`src/rtl/alu_arb.sv`:
```
// Two-requester arbiter in front of a shared combinational ALU with a LAT-cycle settle time.
// Define ALU_ARB_FIXED_PRIO_EN to give requester 0 fixed priority; otherwise contention is round-robin.
module alu_arb #(
    parameter int LAT = 1
) (
    input  logic        clock,
    input  logic        reset,
    input  logic [1:0]  req,
    input  logic [7:0]  aluc_in,
    input  logic [63:0] a_in,
    input  logic [63:0] b_in,
    output logic [1:0]  gnt,
    output logic [1:0]  done,
    output logic [31:0] alu_a,
    output logic [31:0] alu_b,
    output logic [3:0]  alu_aluc,
    input  logic [31:0] alu_s,
    input  logic        alu_z,
    output logic [31:0] res,
    output logic        res_z,
    output logic        busy
);

    typedef enum logic {IDLE, EXEC} state_t;

    localparam logic [2:0] LAT_C = 3'(LAT);

    state_t      state_q, state_d;
    logic [2:0]  cnt_q, cnt_d;
    logic [1:0]  gnt_q, gnt_d;
    logic [1:0]  done_q, done_d;
    logic [31:0] alu_a_q, alu_a_d;
    logic [31:0] alu_b_q, alu_b_d;
    logic [3:0]  alu_aluc_q, alu_aluc_d;
    logic [31:0] res_q, res_d;
    logic        res_z_q, res_z_d;
    logic        last_w_q, last_w_d;
    logic        win;

    // last_w doubles as the owner of the operation in flight, so done is steered from it.
    always_comb begin
`ifdef ALU_ARB_FIXED_PRIO_EN
        win = ~req[0];
`else
        win = (req == 2'b11) ? ~last_w_q : req[1];
`endif
    end

    always_comb begin
        state_d    = state_q;
        cnt_d      = cnt_q;
        gnt_d      = 2'b00;
        done_d     = 2'b00;
        alu_a_d    = alu_a_q;
        alu_b_d    = alu_b_q;
        alu_aluc_d = alu_aluc_q;
        res_d      = res_q;
        res_z_d    = res_z_q;
        last_w_d   = last_w_q;
        case (state_q)
            IDLE: begin
                if (req != 2'b00) begin
                    state_d    = EXEC;
                    cnt_d      = LAT_C;
                    gnt_d      = win ? 2'b10 : 2'b01;
                    alu_a_d    = win ? a_in[63:32] : a_in[31:0];
                    alu_b_d    = win ? b_in[63:32] : b_in[31:0];
                    alu_aluc_d = win ? aluc_in[7:4] : aluc_in[3:0];
                    last_w_d   = win;
                end
            end
            EXEC: begin
                cnt_d = cnt_q - 3'd1;
                if (cnt_q == 3'd1) begin
                    state_d = IDLE;
                    res_d   = alu_s;
                    res_z_d = alu_z;
                    done_d  = last_w_q ? 2'b10 : 2'b01;
                end
            end
            default: state_d = IDLE;
        endcase
    end

    always_ff @(posedge clock or posedge reset) begin
        if (reset) begin
            state_q    <= IDLE;
            cnt_q      <= 3'd0;
            gnt_q      <= 2'b00;
            done_q     <= 2'b00;
            alu_a_q    <= 32'd0;
            alu_b_q    <= 32'd0;
            alu_aluc_q <= 4'd0;
            res_q      <= 32'd0;
            res_z_q    <= 1'b0;
            last_w_q   <= 1'b1;
        end else begin
            state_q    <= state_d;
            cnt_q      <= cnt_d;
            gnt_q      <= gnt_d;
            done_q     <= done_d;
            alu_a_q    <= alu_a_d;
            alu_b_q    <= alu_b_d;
            alu_aluc_q <= alu_aluc_d;
            res_q      <= res_d;
            res_z_q    <= res_z_d;
            last_w_q   <= last_w_d;
        end
    end

    assign gnt      = gnt_q;
    assign done     = done_q;
    assign alu_a    = alu_a_q;
    assign alu_b    = alu_b_q;
    assign alu_aluc = alu_aluc_q;
    assign res      = res_q;
    assign res_z    = res_z_q;
    assign busy     = (state_q != IDLE);

endmodule

```
`config.mk`:
```
export PLATFORM = sky130hd
export DESIGN_NAME = alu_arb
export DESIGN_NICKNAME = d
export VERILOG_FILES = /design/src/rtl/alu_arb.sv
export SDC_FILE = /design/constraint.sdc
export NUM_CORES = 1
export LEC_CHECK = 0
export CAP_MARGIN = 20
export CORE_MARGIN = 4
export CORE_UTILIZATION = 41
export CTS_BUF_LIST = sky130_fd_sc_hd__clkbuf_16
export CTS_CLUSTER_SIZE = 20
export DETAILED_ROUTE_END_ITERATION = 10
export PLACE_DENSITY = 0.86
export SLEW_MARGIN = 20
export SYNTH_ARGS = -nofsm -noshare
export SYNTH_HDL_FRONTEND = slang
export SYNTH_SLANG_ARGS = --single-unit
```
`constraint.sdc`:
```
create_clock -name clock -period 5.7 [get_ports clock]
set_input_delay 0.855 -clock clock [delete_from_list [all_inputs] [get_ports clock]]
set_output_delay 0.855 -clock clock [all_outputs]
set_load 0.05 [all_outputs]
```
# After elaboration in Yosys (flattened, before gate mapping)

Index checks and enable logic that the tools add are counted.

Register bits after elaboration: 110
Output and inout port bits: 106
Logic and storage cells: 34

Add/subtract/negate cells: 1
Equality and inequality tests: 3
Mux-type cells: 15
Bitwise gates (word level): 2
Reductions and logical operators: 3

Operators by type and width:

| kind                                                               | number |
|---|---|
| 32-bit two-way mux                                                 | 2 |
| 2-bit two-way mux                                                  | 6 |
| 3-bit one-hot mux with 2 select lines                              | 1 |
| 4-bit two-way mux                                                  | 1 |
| 2-bit AND reduction                                                | 2 |
| 3-bit by 1-bit == test with 1-bit output, second input constant    | 1 |
| 1-bit two-way mux                                                  | 3 |
| 3-bit two-way mux                                                  | 1 |
| 3-bit by 1-bit subtractor with 3-bit output, second input constant | 1 |
| 2-bit == test, second input constant                               | 1 |
| 2-bit != test, second input constant                               | 1 |
| 1-bit inverter                                                     | 2 |
| 1-bit one-hot mux with 2 select lines                              | 1 |
| 2-bit nonzero test                                                 | 1 |

# Depth between registers and ports, before layout

Depth in word-level cells: 5
Depth in mapped cells: 7
Mapped depth without buffers: 5

# Least setup slack after synthesis

OpenSTA, ideal clock, no wires.

Kind: input to register
From: input req[0]
To: register alu_b_q[10] (netlist: alu_b[10])
Library setup time: 0.122 ns
Arrival: 1.710 ns
Slack: 3.867 ns
Cell stages on the path: 7
Path buffers: 4
Path through: buf_2 -> a21bo_1 -> buf_4 -> buf_6 -> buf_4 -> nand2_1 -> a21oi_1

Word-level cells in the longest chain between the ends: 3
Elaborated cells on any way between the ends: 5
Classes of those cells: eq/ne: 1; mux: 2; reduce/logical: 2

RTL lines:

| element              | RTL line | text |
|---|---|---|
| start, declared      | 8        | `input logic [1:0] req,` |
| 2-bit == test        | 45       | `win = (req == 2'b11) ? ~last_w_q : req[1];` |
| 1-bit two-way mux    | 45       |  |
| 32-bit two-way mux   | 67       | `alu_b_d = win ? b_in[63:32] : b_in[31:0];` |
| end signal, assigned | 103      | `alu_b_q <= alu_b_d;` |
| end, declared        | 33       | `logic [31:0] alu_b_q, alu_b_d;` |

Parallel ways exist; a longest one is shown, timed or not.
A chain may end at the register's enable or synchronous reset.

# Worst setup path in the final report

From: input req[1]
To: register alu_a_q[1] (netlist: alu_a[1])

Word-level cells in the longest chain between the ends: 3
Elaborated cells on any way between the ends: 5
Classes of those cells: eq/ne: 1; mux: 2; reduce/logical: 2

RTL lines:

| element              | RTL line | text |
|---|---|---|
| 2-bit == test        | 45       |  |
| 1-bit two-way mux    | 45       |  |
| 32-bit two-way mux   | 66       | `alu_a_d = win ? a_in[63:32] : a_in[31:0];` |
| end signal, assigned | 102      | `alu_a_q <= alu_a_d;` |
| end, declared        | 32       | `logic [31:0] alu_a_q, alu_a_d;` |

Parallel ways exist; a longest one is shown, timed or not.

==> results.py <==
metrics = {
    "clock_network": {
        "clockRootBuffer": "clkbuf_16",
        "cts_resized": 0,
        "htree_levels": 3,
        "worst_skew_pair.late_latency_ns": 0.33,
        "holdBufCountCts": 0,
        "cts_sinks": 110,
        "cts_tree": "yes",
        "post_cts_buffers": 0,
        "clk_transition_reported_paths_ns": 0.07,
        "numCtsBuffers": 9,
        "clock_tree.buffer_depth": 2,
    },
    "drt": {
        "route.detailed.drc": 0,
        "via_count": 4512,
        "post_drt_wl_per_cell_um": 17.5,
        "vias_per_cell": 5.12,
        "initialDrtViolationCount": 278,
        "dr.pass1.iters": 4,
        "post_detailed_routing_wire_length_mm": 15.5,
        "drtAntennaViolNets": 0,
    },
    "final_layout": {
        "most-common-layout-cells": "278 x clkdlybuf4s50_1, 138 x a21oi_1, 109 x dfrtp_1",
        "n_antenna_cell": 0,
        "fraction_of_the_core_area_covered_by_cells_at_the_end_of_the_flow_pct": 70.2,
        "layout.cells.most_common": "clkdlybuf4s50_1",
        "post_layout_nonfiller_instances": 881,
        "final_layout_size_suffix_gt1_share_pct": 8.10,
        "nets": 911,
        "synthToLayoutAreaGrowth_pct": 64.3,
        "design_area_sq_um": 7780,
    },
    "sta": {
        "worst_setup_slack_final_ns": 2.91,
        "final.setup.tns_ns": 0,
        "final-hold-violation-count": 0,
        "max_clock_freq_mhz": 358,
        "setup_viol": 0,
        "final.period_utilization_pct": 49.0,
        "hold_ws_ns": 0.487,
        "timing.final.crit_period_ns": 2.79,
        "unrepaired_setup_endpoints_after_global_routing": "false",
        "drv_slew": 0,
        "worst-slew-pin-transition_ns": 0.743,
        "finClkSkew_ns": 0.00384,
        "relSlewSlack_pct": 50.4,
    },
    "yosys": {
        "ys.flop_type": "dfrtp_1",
        "synth_top_cell_area_share_pct": 57.6,
        "post_synth.cell_area_avg_sq_um": 9.91,
        "syn-instance-count": 478,
        "ys_seq_area_share_pct": 58.2,
        "synth-warning-count": 0,
        "synthDistinctLibCells": 23,
        "synthesis.area_sq_um": 4740,
        "yosys_register_bits": 110,
        "post_synth_main_area_contributors": "dfrtp_1 58%, a21oi_1 15%, mux2_2 7.8%",
        "mappedNetlistNets": 653,
        "post-synth-top-area-cell": "dfrtp_1",
        "synth-edff-count": 0,
        "asyncSetResetFlopFracSynth_pct": 100,
    },
    "placed_design": {
        "buffer_ports.inserted": 278,
        "placement.cell_area_sq_um": 7500,
        "pre_cts_ws_ns": 2.58,
        "gp_routability_congestion": 0.792,
        "place.detailed.hpwl_mm": 11.8,
        "dp.cells": 865,
    },
    "worst_setup_path": {
        "reg2reg_depth": 4,
        "startpoint_class_of_the_critical_path": "primary input",
        "critical_path_class": "in2reg",
        "worst_setup_path_endpoint": "alu_a[1]",
        "regToRegStartpoint": "busy",
        "critPathRequiredTime_ns": 5.96,
        "worstReg2RegEnd": "alu_b[27]",
        "timing.critical_path.fanout_max": 44,
        "critPathArrivalTime_ns": 3.06,
        "worst_setup_path_startpoint": "req[1]",
        "worst_setup_path_end_kind": "flop",
        "reg2reg_setup_slack_ns": 3.64,
    },
    "min_path": {
        "min-delay-path-class": "reg2reg",
    },
    "die": {
        "die-width_um": 115,
        "ios": 279,
        "die_area_sq_um": 13300,
        "core-area_sq_um": 11100,
        "std_cell_rows": 38,
        "initial_utilization_pct": 42.7,
        "vertical_extent_of_the_die_um": 115,
    },
    "global_routing": {
        "wire_length_of_the_first_global_routing_pass_mm": 23.6,
        "antenna_found_initial": 0,
        "maximum_number_of_pins_on_one_net_before_global_route_repair": 58,
        "first_global_vias": 4809,
        "track_usage_pct": 22.7,
        "grt_overflow_total": 0,
    },
    "power": {
        "power_leakage_nw": 3.28,
        "power.density_cell_area_nw_per_um2": 646,
        "max-vdd-ir-drop_v": 0.000464,
        "total_power_mw": 5.02,
    },
    "status": {
        "run_status": "completed",
    },
    "run": {
        "cap_violations": 0,
    },
}
cell usage after synthesis (2+ instances only):
library cell,count
nand2_1,69
o21ai_0,2
dfrtp_1,109
ha_1,2
nor2_1,72
inv_1,5
buf_6,7
buf_4,7
a21oi_1,138
buf_2,22
mux2_2,33
power by group:
group / internal (mW) / total [mW] / switching, mW
Combinational: 1.06 / 3.06 / 1.99
Sequential: 1.17 / 1.39 / 0.219
Clock: 0.297 / 0.575 / 0.278
worst min path at each step:
stage,from,endpoint,slack (ns),cells past startpoint
3_3_place_gp,cnt_q[2],cnt_q[2],0.47,1
3_5_place_dp,cnt_q[2],cnt_q[2],0.48,1
2_1_floorplan,cnt_q[2],cnt_q[2],0.45,1
6_report,cnt_q[2],cnt_q[2],0.49,1
5_1_grt,res[23],res[23],0.53,1
4_1_cts,cnt_q[2],cnt_q[2],0.49,1
final cells by class:
cell class | count | area [sq um]
clock buffer | 9 | 225
clock inverter | 7 | 50.0
fill | 828 | 3300
inverter | 5 | 21.3
multi-input combinational | 326 | 1730
sequential | 110 | 2750
tap | 140 | 175
timing repair buffer | 284 | 2830
per-layer routing:
layer,global-route usage [%],part of all wire (%),vias up
li1,-,-,2112
met1,24.6,35,2110
met2,40.5,51,241
met3,5.48,8.9,49
met4,13.1,4.7,0
met5,0,0,-
flip-flops by register name, summed over array words and instances, names as in the netlist:
| signal | cells |
|---|---|
| busy | 1 |
| alu_b | 32 |
| cnt_q | 3 |
| res_z | 1 |
| alu_a | 32 |
| gnt | 2 |
| res | 32 |
| alu_aluc | 4 |
| last_w_q | 1 |
| done | 2 |
cells by family after synthesis:
logic type	after synthesis	share of synthesized area, %
compound gates	146	16.2
simple gates	145	11.7
flops	110	58.2
buf+inv	42	5.57
mux	33	7.85
fa+ha+maj	2	0.528
worst max-delay path, cell delays in order:
cell	delay, ns
clkdlybuf4s50_1	0.65
a21boi_4	0.67
buf_4	0.52
a21oi_1	0.16
a21oi_1	0.17
Note: power is estimated with default switching activity, not from simulation.
